**config.mk**
```make
export PLATFORM = sky130hd
export DESIGN_NAME = macro_test_seq
export DESIGN_NICKNAME = d
export VERILOG_FILES = /design/src/rtl/macro_test_seq.sv
export SDC_FILE = /design/constraint.sdc
export NUM_CORES = 1
export LEC_CHECK = 0
export ABC_AREA = 1
export CORE_MARGIN = 2
export CORE_UTILIZATION = 35
export DETAILED_ROUTE_END_ITERATION = 8
export PLACE_DENSITY_LB_ADDON = 0.08
export SETUP_SLACK_MARGIN = 0.1
export SLEW_MARGIN = 20
export SYNTH_ARGS = -nofsm -noshare
export SYNTH_HDL_FRONTEND = slang
export SYNTH_SLANG_ARGS = --single-unit
```
**constraint.sdc**
```tcl
create_clock -name clk -period 2 [get_ports clk]
set_input_delay 0.4 -clock clk [delete_from_list [all_inputs] [get_ports clk]]
set_output_delay 0.4 -clock clk [all_outputs]
set_load 0.01 [all_outputs]
```
**src/rtl/macro_test_seq.sv**
```systemverilog
// macro_test_seq: applies a stream of test vectors to a macro and scores each response.
//
// Each vector is fetched over a valid/ready handshake, driven onto the macro for
// wait_cycles+1 settle cycles, then the macro response is compared against the
// expected value in a single capture cycle. A run ends with a one-cycle done pulse
// after the vector flagged last, or silently on abort. Results hold until the next
// accepted start.
//
// Ports:
//   clk, rst                 clock, asynchronous active-high reset
//   start, abort             begin a run (IDLE only), cancel a run (non-IDLE only)
//   wait_cycles              settle cycles per vector, latched on start
//   vec_valid/ready/data/exp/last  vector stream handshake and payload
//   mac_en, mac_din, mac_dout      macro enable, stimulus and response
//   busy, done, err          run active, end-of-run pulse, sticky failure flag
//   pass_cnt, fail_cnt       saturating pass/fail counters
//   vec_idx, first_fail      vectors completed (wrapping), index of first failure
module macro_test_seq #(
  parameter int unsigned DW = 8,
  parameter int unsigned WW = 4
) (
  input  logic          clk,
  input  logic          rst,
  input  logic          start,
  input  logic          abort,
  input  logic [WW-1:0] wait_cycles,
  input  logic          vec_valid,
  input  logic [DW-1:0] vec_data,
  input  logic [DW-1:0] vec_exp,
  input  logic          vec_last,
  output logic          vec_ready,
  output logic          mac_en,
  output logic [DW-1:0] mac_din,
  input  logic [DW-1:0] mac_dout,
  output logic          busy,
  output logic          done,
  output logic          err,
  output logic [7:0]    pass_cnt,
  output logic [7:0]    fail_cnt,
  output logic [7:0]    vec_idx,
  output logic [7:0]    first_fail
);

  typedef enum logic [2:0] {StIdle, StFetch, StDrive, StCapture, StDone} state_e;

  state_e        state_q, state_d;
  logic [WW-1:0] wait_cfg_q, wait_cfg_d;
  logic [WW-1:0] cnt_q, cnt_d;
  logic [DW-1:0] data_q, data_d;
  logic [DW-1:0] exp_q, exp_d;
  logic          last_q, last_d;
  logic          err_q, err_d;
  logic [7:0]    pass_q, pass_d;
  logic [7:0]    fail_q, fail_d;
  logic [7:0]    idx_q, idx_d;
  logic [7:0]    first_q, first_d;

  always_ff @(posedge clk or posedge rst) begin
    if (rst) begin
      state_q <= StIdle;
    end else begin
      state_q <= state_d;
    end
  end

  always_ff @(posedge clk or posedge rst) begin
    if (rst) begin
      wait_cfg_q <= '0;
      cnt_q      <= '0;
      data_q     <= '0;
      exp_q      <= '0;
      last_q     <= 1'b0;
      err_q      <= 1'b0;
      pass_q     <= 8'h00;
      fail_q     <= 8'h00;
      idx_q      <= 8'h00;
      first_q    <= 8'hFF;
    end else begin
      wait_cfg_q <= wait_cfg_d;
      cnt_q      <= cnt_d;
      data_q     <= data_d;
      exp_q      <= exp_d;
      last_q     <= last_d;
      err_q      <= err_d;
      pass_q     <= pass_d;
      fail_q     <= fail_d;
      idx_q      <= idx_d;
      first_q    <= first_d;
    end
  end

  always_comb begin
    state_d    = state_q;
    wait_cfg_d = wait_cfg_q;
    cnt_d      = cnt_q;
    data_d     = data_q;
    exp_d      = exp_q;
    last_d     = last_q;
    err_d      = err_q;
    pass_d     = pass_q;
    fail_d     = fail_q;
    idx_d      = idx_q;
    first_d    = first_q;
    vec_ready  = 1'b0;
    mac_en     = 1'b0;
    mac_din    = '0;
    busy       = 1'b1;
    done       = 1'b0;

    // Outputs are a pure decode of the state so reset clears them without a clock.
    unique case (state_q)
      StIdle:    busy = 1'b0;
      StFetch:   vec_ready = 1'b1;
      StDrive,
      StCapture: begin
        mac_en  = 1'b1;
        mac_din = data_q;
      end
      StDone:    done = 1'b1;
      default:   busy = 1'b0;
    endcase

    // Abort wins over any handshake or scoring in the same cycle; results are kept.
    if (abort && (state_q != StIdle)) begin
      state_d = StIdle;
    end else begin
      unique case (state_q)
        StIdle: begin
          if (start) begin
            pass_d     = 8'h00;
            fail_d     = 8'h00;
            idx_d      = 8'h00;
            err_d      = 1'b0;
            first_d    = 8'hFF;
            wait_cfg_d = wait_cycles;
            state_d    = StFetch;
          end
        end
        StFetch: begin
          if (vec_valid) begin
            data_d  = vec_data;
            exp_d   = vec_exp;
            last_d  = vec_last;
            cnt_d   = wait_cfg_q;
            state_d = StDrive;
          end
        end
        StDrive: begin
          if (cnt_q == '0) begin
            state_d = StCapture;
          end else begin
            cnt_d = cnt_q - 1'b1;
          end
        end
        StCapture: begin
          if (mac_dout == exp_q) begin
            if (pass_q != 8'hFF) pass_d = pass_q + 8'd1;
          end else begin
            if (fail_q != 8'hFF) fail_d = fail_q + 8'd1;
            err_d = 1'b1;
            // err is still clear only up to the first failure of the run.
            if (!err_q) first_d = idx_q;
          end
          idx_d   = idx_q + 8'd1;
          state_d = last_q ? StDone : StFetch;
        end
        StDone:  state_d = StIdle;
        default: state_d = StIdle;
      endcase
    end
  end

  assign err        = err_q;
  assign pass_cnt   = pass_q;
  assign fail_cnt   = fail_q;
  assign vec_idx    = idx_q;
  assign first_fail = first_q;

endmodule

```
; ---- After elaboration in Yosys (flattened, before gate mapping)
; Index checks and enable logic that the tools add are counted.
[op_classes]
addsub = 4
eq_ne = 18
muxes = 29
bitwise = 1
reduce_logical = 17
[op_table]
columns = op, count
row1 = $mux W8, 9
row2 = $pmux W8 S2, 4
row3 = $add A8 B1 Y8 const B, 3
row4 = $ne A2 B2 Y1 const B, 8
row5 = $ne A8 B8 Y1 const B, 2
row6 = $mux W3, 5
row7 = $reduce_and A5 Y1, 3
row8 = $pmux W3 S4, 1
row9 = $reduce_and A3 Y1, 4
row10 = $ne A3 B3 Y1 const B, 3
row11 = $eq A8 B8 Y1, 1
row12 = $mux W4, 2
row13 = $pmux W4 S2, 1
row14 = $reduce_and A4 Y1, 2
row15 = $eq A3 B2 Y1 const B, 2
row16 = $mux W1, 6
row17 = $logic_not A4 Y1, 1
row18 = $reduce_bool A2 Y1, 2
row19 = $reduce_or A4 Y1, 1
row20 = $sub A4 B1 Y4 const B, 1
row21 = $eq A3 B1 Y1 const B, 1
row22 = $eq A3 B3 Y1 const B, 1
row23 = $logic_not A3 Y1, 1
row24 = $reduce_bool A3 Y1, 1
row25 = other kinds (4), 4
[totals]
register_bits = 61
in_bits = 34
output_inout_bits = 45
word_cells = 80

; ---- Logic depth before layout (Yosys ltp)
; Gate-level depths: netlist (run 1).
[depth]
ltp_word = 4
mapped_depth = 11
mapped_depth_nobuf = 11

; ---- Least setup slack after synthesis (run 1)
; OpenSTA, ideal clock, no wires.
[synth_timing]
path_kind = reg-to-reg
startpoint = register state_q[1]
endpoint = register fail_q[3] (netlist: fail_cnt[3])
setup_ns = 0.118
t_arrival_ns = 1.431
t_required_ns = 1.882
path_slack_ns = 0.451
path_stages_with_launch = 10
path_cell_list = dfrtp_1 > nor2_2 > nand2_2 > nand2_1 > nand3_4 > nor2_2 > nand2_2 > buf_6 > nand2_1 > o21ai_2
[synth_via]
elab_chain_cells = 4
[synth_lines]
columns = item, line_no
row1 = from (decl), 46  ; state_e state_q, state_d;
row2 = from (signal assigned), 60  ; state_q <= StIdle;
row3 = from (signal assigned), 62  ; state_q <= state_d;
row4 = branches (longest 4 deep; another with $reduce_and A5 Y1), -
row5 = to (signal assigned), 86  ; fail_q <= fail_d;
row6 = to (decl), 54  ; logic [7:0] fail_q, fail_d;
; Parallel ways; which one is timed is not known.
; A chain may end at the register's enable or synchronous reset.

; ---- Worst setup path in the final report (run 1)
[layout_timing]
startpoint = register first_q[2] (netlist: first_fail[2])
endpoint = output first_fail[2]
[layout_lines]
columns = item, line_no
row1 = from (decl), 56  ; logic [7:0] first_q, first_d;
row2 = from (signal assigned), 88  ; first_q <= first_d;
row3 = to (decl), 41  ; output logic [7:0] first_fail
; No word-level cell between the ends.

==> results of run 1 <==
## layer usage
layer  share of wire (%)  global-route usage, %  up-vias  wire [µm]
li1                    -                      -     1417          -
met1                  45                   19.5     1307       3280
met2                  50                   27.2       45       3670
met3                 3.9                   5.29        6        287
met4                 1.2                   4.74        0         87
met5                   0                      0        -          0
## worst paths after layout
| path | start | to | slack (ns) |
|---|---|---|---|
| max | first_fail[2] | first_fail[2] | 0.19 |
| max reg2reg | state_q[2] | vec_idx[5] | 0.32 |
| min reg2reg | first_fail[3] | first_fail[3] | 0.48 |
| max in group asynchronous | rst | first_fail[2] | 1.22 |
| min | rst | data_q[7] | 0.44 |
| min in group clk | first_fail[3] | first_fail[3] | 0.48 |
## cells in the final DEF (no fill, tap or decap), types with 5 or more instances in the layout
master            n
a21oi_1          13
buf_4            15
clkbuf_8         10
clkdlybuf4s50_1  66
dfrtp_1          51
dfstp_2           8
dlygate4sd2_1    10
inv_1            36
mux2_2           10
nand2_1          88
nand3_1          26
nand3b_1          6
nor2_1           35
o21ai_0          15
o21ai_2          13
or2_2             5
xnor2_1           6
xor2_1           10
## sequential cells by signal, summed over array words and instances (netlist names)
register and count:
data_q 8, pass_cnt 8, exp_q 8, state_q 3, first_fail 8, wait_cfg_q 4
fail_cnt 8, last_q 1, vec_idx 8, err 1, cnt_q 4
## cell usage after synthesis (3+ instances only)
cell       n
xor2_1    10
nand3_1   26
or2_2      5
nand3b_1   6
o21ai_2   13
buf_6      3
inv_1     38
o21ai_0   15
nor3_1     4
o21ai_1    3
nand2_1   88
dfrtp_1   53
buf_2      5
nand4_1    3
dfstp_2    8
ha_1       4
o31ai_1    3
nor2_2     3
mux2_2    10
a21oi_1   13
nor2_1    35
xnor2_1    6
nand2_2    6
## worst reg2reg max path, delay by kind of cell (launching register included)
| family | cells | cell delay, ns |
|---|---|---|
| flip-flops | 1 | 0.40 |
| buffers and inverters | 3 | 0.43 |
| AND/OR/NAND/NOR | 7 | 0.73 |
## power by group through the flow
stage	clock network, µW	registers [µW]	logic (µW)
2_1_floorplan	0	1960	1570
3_3_place_gp	0	1940	2480
3_5_place_dp	0	1950	2510
4_1_cts	1260	1940	2470
5_1_grt	1310	2000	2750
6_report	1210	1940	2430
## through the flow
step           worst slack (ns)  total power [µW]  cells
4_1_cts                   0.111              5670    590
6_report                  0.186              5580    590
2_1_floorplan             0.100              3530    377
3_5_place_dp            -0.0795              4460    572
3_3_place_gp            -0.0322              4420    572
5_1_grt                   0.108              6060    590
## what timing repair did
action                                  in CTS  in global routing
endpoints found under the setup margin      12                  4
setup buffers                                2                  0
pin swaps                                    1                  0
cloned                                       0                  0
hold buffers                                 0                  0
resized for setup                           17                  5
## final cells by class
class                   count  area share [%]
flip-flops and latches     61            34.4
multi-input cells         267            33.8
repair buffers             95            20.5
inverters                  40            3.36
clock buffers              12            3.25
well taps                 111            3.11
clock inverters             4            1.62
## kinds of logic (layout without fill, tap and decap cells)
family,Yosys count,in the layout
and+or+nand+nor,184,184
DFF,61,61
AOI/OAI and AO/OA,53,53
buffers and inverters,49,151
xor gates and xnor gates,16,16
muxes,10,10
adders and majority gates,4,4
==> out/metrics.yaml, run 1 <==
diodes: 0
timing.final.crit_period_ns: 1.81
period_share_pct: 90.7
leakagePower_uw: 0.00210
cts_tree: "built"
final_core_util_pct: 49.1
fmaxAchievable_mhz: 551
grt_overflow: 0
hpwl_um: 5460
htreeDepth: 3
avgSynthCellArea_um2: 8.59
cts_buffer_depth: 2
tns_ns: 0
critPathLaunchType: "register"
drtAntennaViolNets: 0
powerDensity_mw_per_mm2: 1250
syn_nets: 415
yosys.area_share.simple_pct: 26.2
synth_top_family_by_area: "simple AND/OR/NAND/NOR gates"
die_x_um: 100
placed_area_mm2: 0.00423
setup_viol: 0
synthFlopType: "dfrtp_1"
finalWeightedCongestion: 0.754
io_pins: 79
status: "finished, final reports clean"
synth_area_mm2: 0.00324
fin_worst_skew_ns: 0.0131
p_sw_uw: 2080
worst_hold_path_type: "in2async"
ys_warn_count: 0
combPwrFrac_pct: 43.6
drc: 0
cts_inserted_buffers: 9
cp_max_fo: 2
power_frac_clock_pct: 21.6
critical_path_class: "reg2out"
grt_pass1_wl_um: 12600
cp.required_ns: 1.60
cpLargestDelayFamily: "flip-flops"
clk_latency_ns: 0.34
synth_area_leaders: "dfrtp_1 41%, nand2_1 10%, dfstp_2 6.5%"
drt_wl_total_um: 7330
dieHeight_um: 100
yosys.area_share.xor_xnor_pct: 4.33
regArea_mm2: 0.00154
core_area_mm2: 0.00911
critPathMaxStageDelay_ns: 0.54
synthArstFlopShare_pct: 100
cts_sinks: 61
die-area_mm2: 0.0100
multi_input_area_mm2: 0.00151
timing.hold.ws_ns: 0.441
maxSlewHeadroom_pct: 73.6
nFillCells: 933
synth.distinct_cells: 35
critical_path.slowest_cell: "dfstp_2"
grt_pass1_vias: 2702
grt_max_degree: 62
rsz0062_at_grt: "false"
synth_edf_count: 0
initial_core_util_pct: 35.5
p_sw_share_pct: 37.2
synthMuxAreaShare_pct: 3.48
hold_violations: 0
critPathCaptureType: "primary output"
slew_violations: 0
synth_compound_area_share_pct: 10.4
drv_cap: 0
worstMarginPinSlew_ns: 0.393
antenna_found_initial: 0
drt-wirelength-per-cell_um: 12.4
drt_iter0_markers: 89
yosysSeqAreaShare_pct: 47.5
synth_fa_ha_area_share_pct: 1.55
design_area_mm2: 0.00447
synth_top_cell_by_area: "dfrtp_1"
cts-root-buf: "clkbuf_8"
p_seq_share_pct: 34.8
fin_nets: 512
drive_gt1_share_pct: 19.0
drt-pass1-iter-count: 4
vias: 2775
cts.clk_slew.worst_paths_ns: 0.07
port-buffer-count: 78
syn_inst: 377
rr_worst_depth: 10
rows: 35
track_usage_pct: 16.1
via_per_inst: 4.70
arrival_ns: 1.41
ys_ff_latch: 61
path_depth: 1
path_cells: "clkdlybuf4s50_1"
p_int_uw: 3510
crit_buf_inv: 1
synth_top_area_share_pct: 41.0
layout-area-overhead-vs-synth_pct: 38.1
vdd_ir_drop_max_v: 0.000516
No activity file was read; power rests on OpenSTA's default activity.
==> run 2, diff against run 1 <==
--- a/config.mk
+++ b/config.mk
@@ -6,9 +6,11 @@
 export NUM_CORES = 1
 export LEC_CHECK = 0
 export ABC_AREA = 1
+export CORE_ASPECT_RATIO = 1.75
 export CORE_MARGIN = 2
 export CORE_UTILIZATION = 35
 export DETAILED_ROUTE_END_ITERATION = 8
+export DONT_BUFFER_PORTS = 1
 export PLACE_DENSITY_LB_ADDON = 0.08
 export SETUP_SLACK_MARGIN = 0.1
 export SLEW_MARGIN = 20
==> run 2 against run 1 <==
  * Utilization fell by 7.5 points
  * Via count fell by 10%
  * Critical path depth rose by 2
  * Die area rose by 0.30%
  * Cell area fell by 16%
  * Flip-flop and latch count did not move
  * Fmax rose by 3.2%
  * Combinational power fell by 21%
  * Clock power rose by 31%
  * Setup slack improved by 0.056 ns
  * Global-route usage fell by 0.35 points
  * Register-to-register slack got worse by 0.02 ns
  * Critical endpoint is now mac_din[2]
  * Largest cell class unchanged
==> out/metrics.yaml, run 2 (same netlist as run 1, synthesis figures left out) <==
status: "finished, final reports clean"
cts-root-buf: "clkbuf_16"
cp_max_fo: 10  # +8
htreeDepth: 3  # unchanged
finalWorstSetupSlack_ns: 0.242  # +0.0560 ns
die_x_um: 76.7  # -23%
critPathLaunchType: "register"
drt_iter0_markers: 123  # +38%
hpwl_um: 5400  # -1.2%
met2_length_um: 3900  # +6.3%
fmaxAchievable_mhz: 569  # +3.2%
drv_cap: 0  # unchanged
post_cts_buffers: 0  # -2
drt_wl_total_um: 7310  # -0.20%
arrival_ns: 1.36  # -0.05 ns
layout-area-overhead-vs-synth_pct: 16.2
power_frac_clock_pct: 28.8  # +7.2 points
drive_gt1_share_pct: 21.4  # +2.4 points
cts_buffer_depth: 2  # unchanged
via_per_inst: 4.81  # +2.2%
critical_path.slowest_cell: "dfrtp_1"
critical_path_class: "reg2out"
final_core_util_pct: 41.6  # -7.5 points
finalWeightedCongestion: 0.762  # +1.1%
multi_input_area_mm2: 0.00150  # -0.41%
dieHeight_um: 131  # +31%
diodes: 0  # unchanged
hold_violations: 0  # unchanged
vias: 2485  # -10%
port-buffer-count: 0  # -100%
core_area_mm2: 0.00904  # -0.80%
antenna_found_initial: 0  # unchanged
setup_viol: 0  # unchanged
p_sw_share_pct: 37.6  # +0.38 points
critPathCaptureType: "primary output"
die-area_mm2: 0.0101  # +0.30%
p_seq_share_pct: 36.0  # +1.2 points
p_int_uw: 3430  # -2.1%
cts-resized-gates: 0  # -17
regArea_mm2: 0.00154  # -0.16%
grt_pass1_wl_um: 12500  # -0.88%
leakagePower_uw: 0.00181  # -14%
worstMarginPinSlew_ns: 0.388  # -0.00502 ns
rsz0062_at_grt: "true"
cts.clk_slew.worst_paths_ns: 0.05  # -0.02 ns
place_ws_ns: 0.215  # +0.294 ns
rows: 46  # +31%
io_pins: 79  # unchanged
p_sw_uw: 2060  # -0.52%
drt-wirelength-per-cell_um: 14.1  # +14%
maxSlewHeadroom_pct: 74.1  # +0.45 points
final_common_cell: "nand2_1"
vdd_ir_drop_max_v: 0.000612  # +19%
cts_tree: "built"
cpLargestDelayFamily: "simple AND/OR/NAND/NOR gates"
cts_sinks: 61  # unchanged
drtAntennaViolNets: 0  # unchanged
critPathMaxStageDelay_ns: 0.41  # -0.13 ns
top_layer_used: "met4"
fin_nets: 430  # -16%
nFillCells: 918  # -1.6%
timing.final.crit_period_ns: 1.76  # -0.0560 ns
worst_hold_path_type: "in2async"
drt-met1-wl_um: 2820  # -14%
period_share_pct: 87.9  # -2.8 points
cp.required_ns: 1.60  # about the same
cts_inserted_buffers: 9  # unchanged
slew_violations: 0  # unchanged
grt_pass1_vias: 2548  # -5.7%
final_cell_mix: "88 x nand2_1, 53 x dfrtp_1, 37 x inv_1, 35 x nor2_1, 26 x nand3_1"
crit_buf_inv: 1  # unchanged
drc: 0  # unchanged
hold_buffers: 0  # unchanged
combPwrFrac_pct: 35.2  # -8.4 points
grt_max_degree: 62  # unchanged
track_usage_pct: 15.7  # -0.35 points
wl_met3_um: 450  # +57%
fin_worst_skew_ns: 0.00494  # -0.00811 ns
clk_latency_ns: 0.32  # -0.02 ns
grt_overflow: 0  # unchanged
initial_core_util_pct: 35.8  # +0.29 points
drt-pass1-iter-count: 4  # unchanged
tns_ns: 0  # unchanged
path_cells: "inv_1 > nand2_2 > nor2_1"
powerDensity_mw_per_mm2: 1460  # +17%
==> run 2: cell types whose count changed in the layout (fill, tap and decap cells not counted), sizes merged <==
cell / change
clkdlybuf4s50: -66
dlygate4sd2: -10
buf: -4
clkinv: +2
bufinv: -1
clkbuf: -1
clkdlybuf4s15: -1
clkinvlp: -1
==> run 2: stage by stage <==
stage / hold slack (ns) / area, µm² / power, µW / instances
4_1_cts: 0.0309 / 3750 / 5590 / 517
5_1_grt: 0.0588 / 3760 / 5940 / 517
6_report: 0.0274 / 3760 / 5500 / 517
2_1_floorplan: 0.474 / 3240 / 3530 / 377
3_3_place_gp: 0.386 / 3430 / 3910 / 501
3_5_place_dp: 0.387 / 3430 / 3950 / 501
==> run 2: cell type report <==
cell class	count	area share (%)
Clock buffer	12	7.09
Multi-Input combinational cell	267	40.0
Clock inverter	4	1.20
Tap cell	120	3.99
Inverter	40	3.99
Sequential cell	61	40.9
Timing Repair Buffer	13	2.93
==> run 2: power groups by stage <==
stage / Combinational, µW / Clock [µW] / Sequential (µW)
finish: 1930 / 1580 / 1980
global route: 2210 / 1690 / 2040
CTS: 1960 / 1640 / 1980
detailed placement: 1940 / 0 / 2000
global placement: 1920 / 0 / 1990
floorplan: 1570 / 0 / 1960
==> run 2: path summary, 6_finish.rpt <==
path	startpoint	to	slack [ns]	depth (start not counted)
max	state_q[2]	mac_din[2]	0.24	3
min	rst	fail_cnt[7]	0.03	2
max reg2reg	state_q[0]	vec_idx[3]	0.30	9
min reg2reg	wait_cfg_q[2]	wait_cfg_q[2]	0.50	1
max in group asynchronous	rst	first_fail[6]	1.65	2
min in group clk	wait_cycles[1]	wait_cfg_q[1]	0.22	1
==> run 2: per-layer routing <==
layer	GRT usage [%]	vias to the layer above
li1	-	1250
met1	17.1	1164
met2	27.1	62
met3	5.15	9
met4	7.37	0
met5	0	-
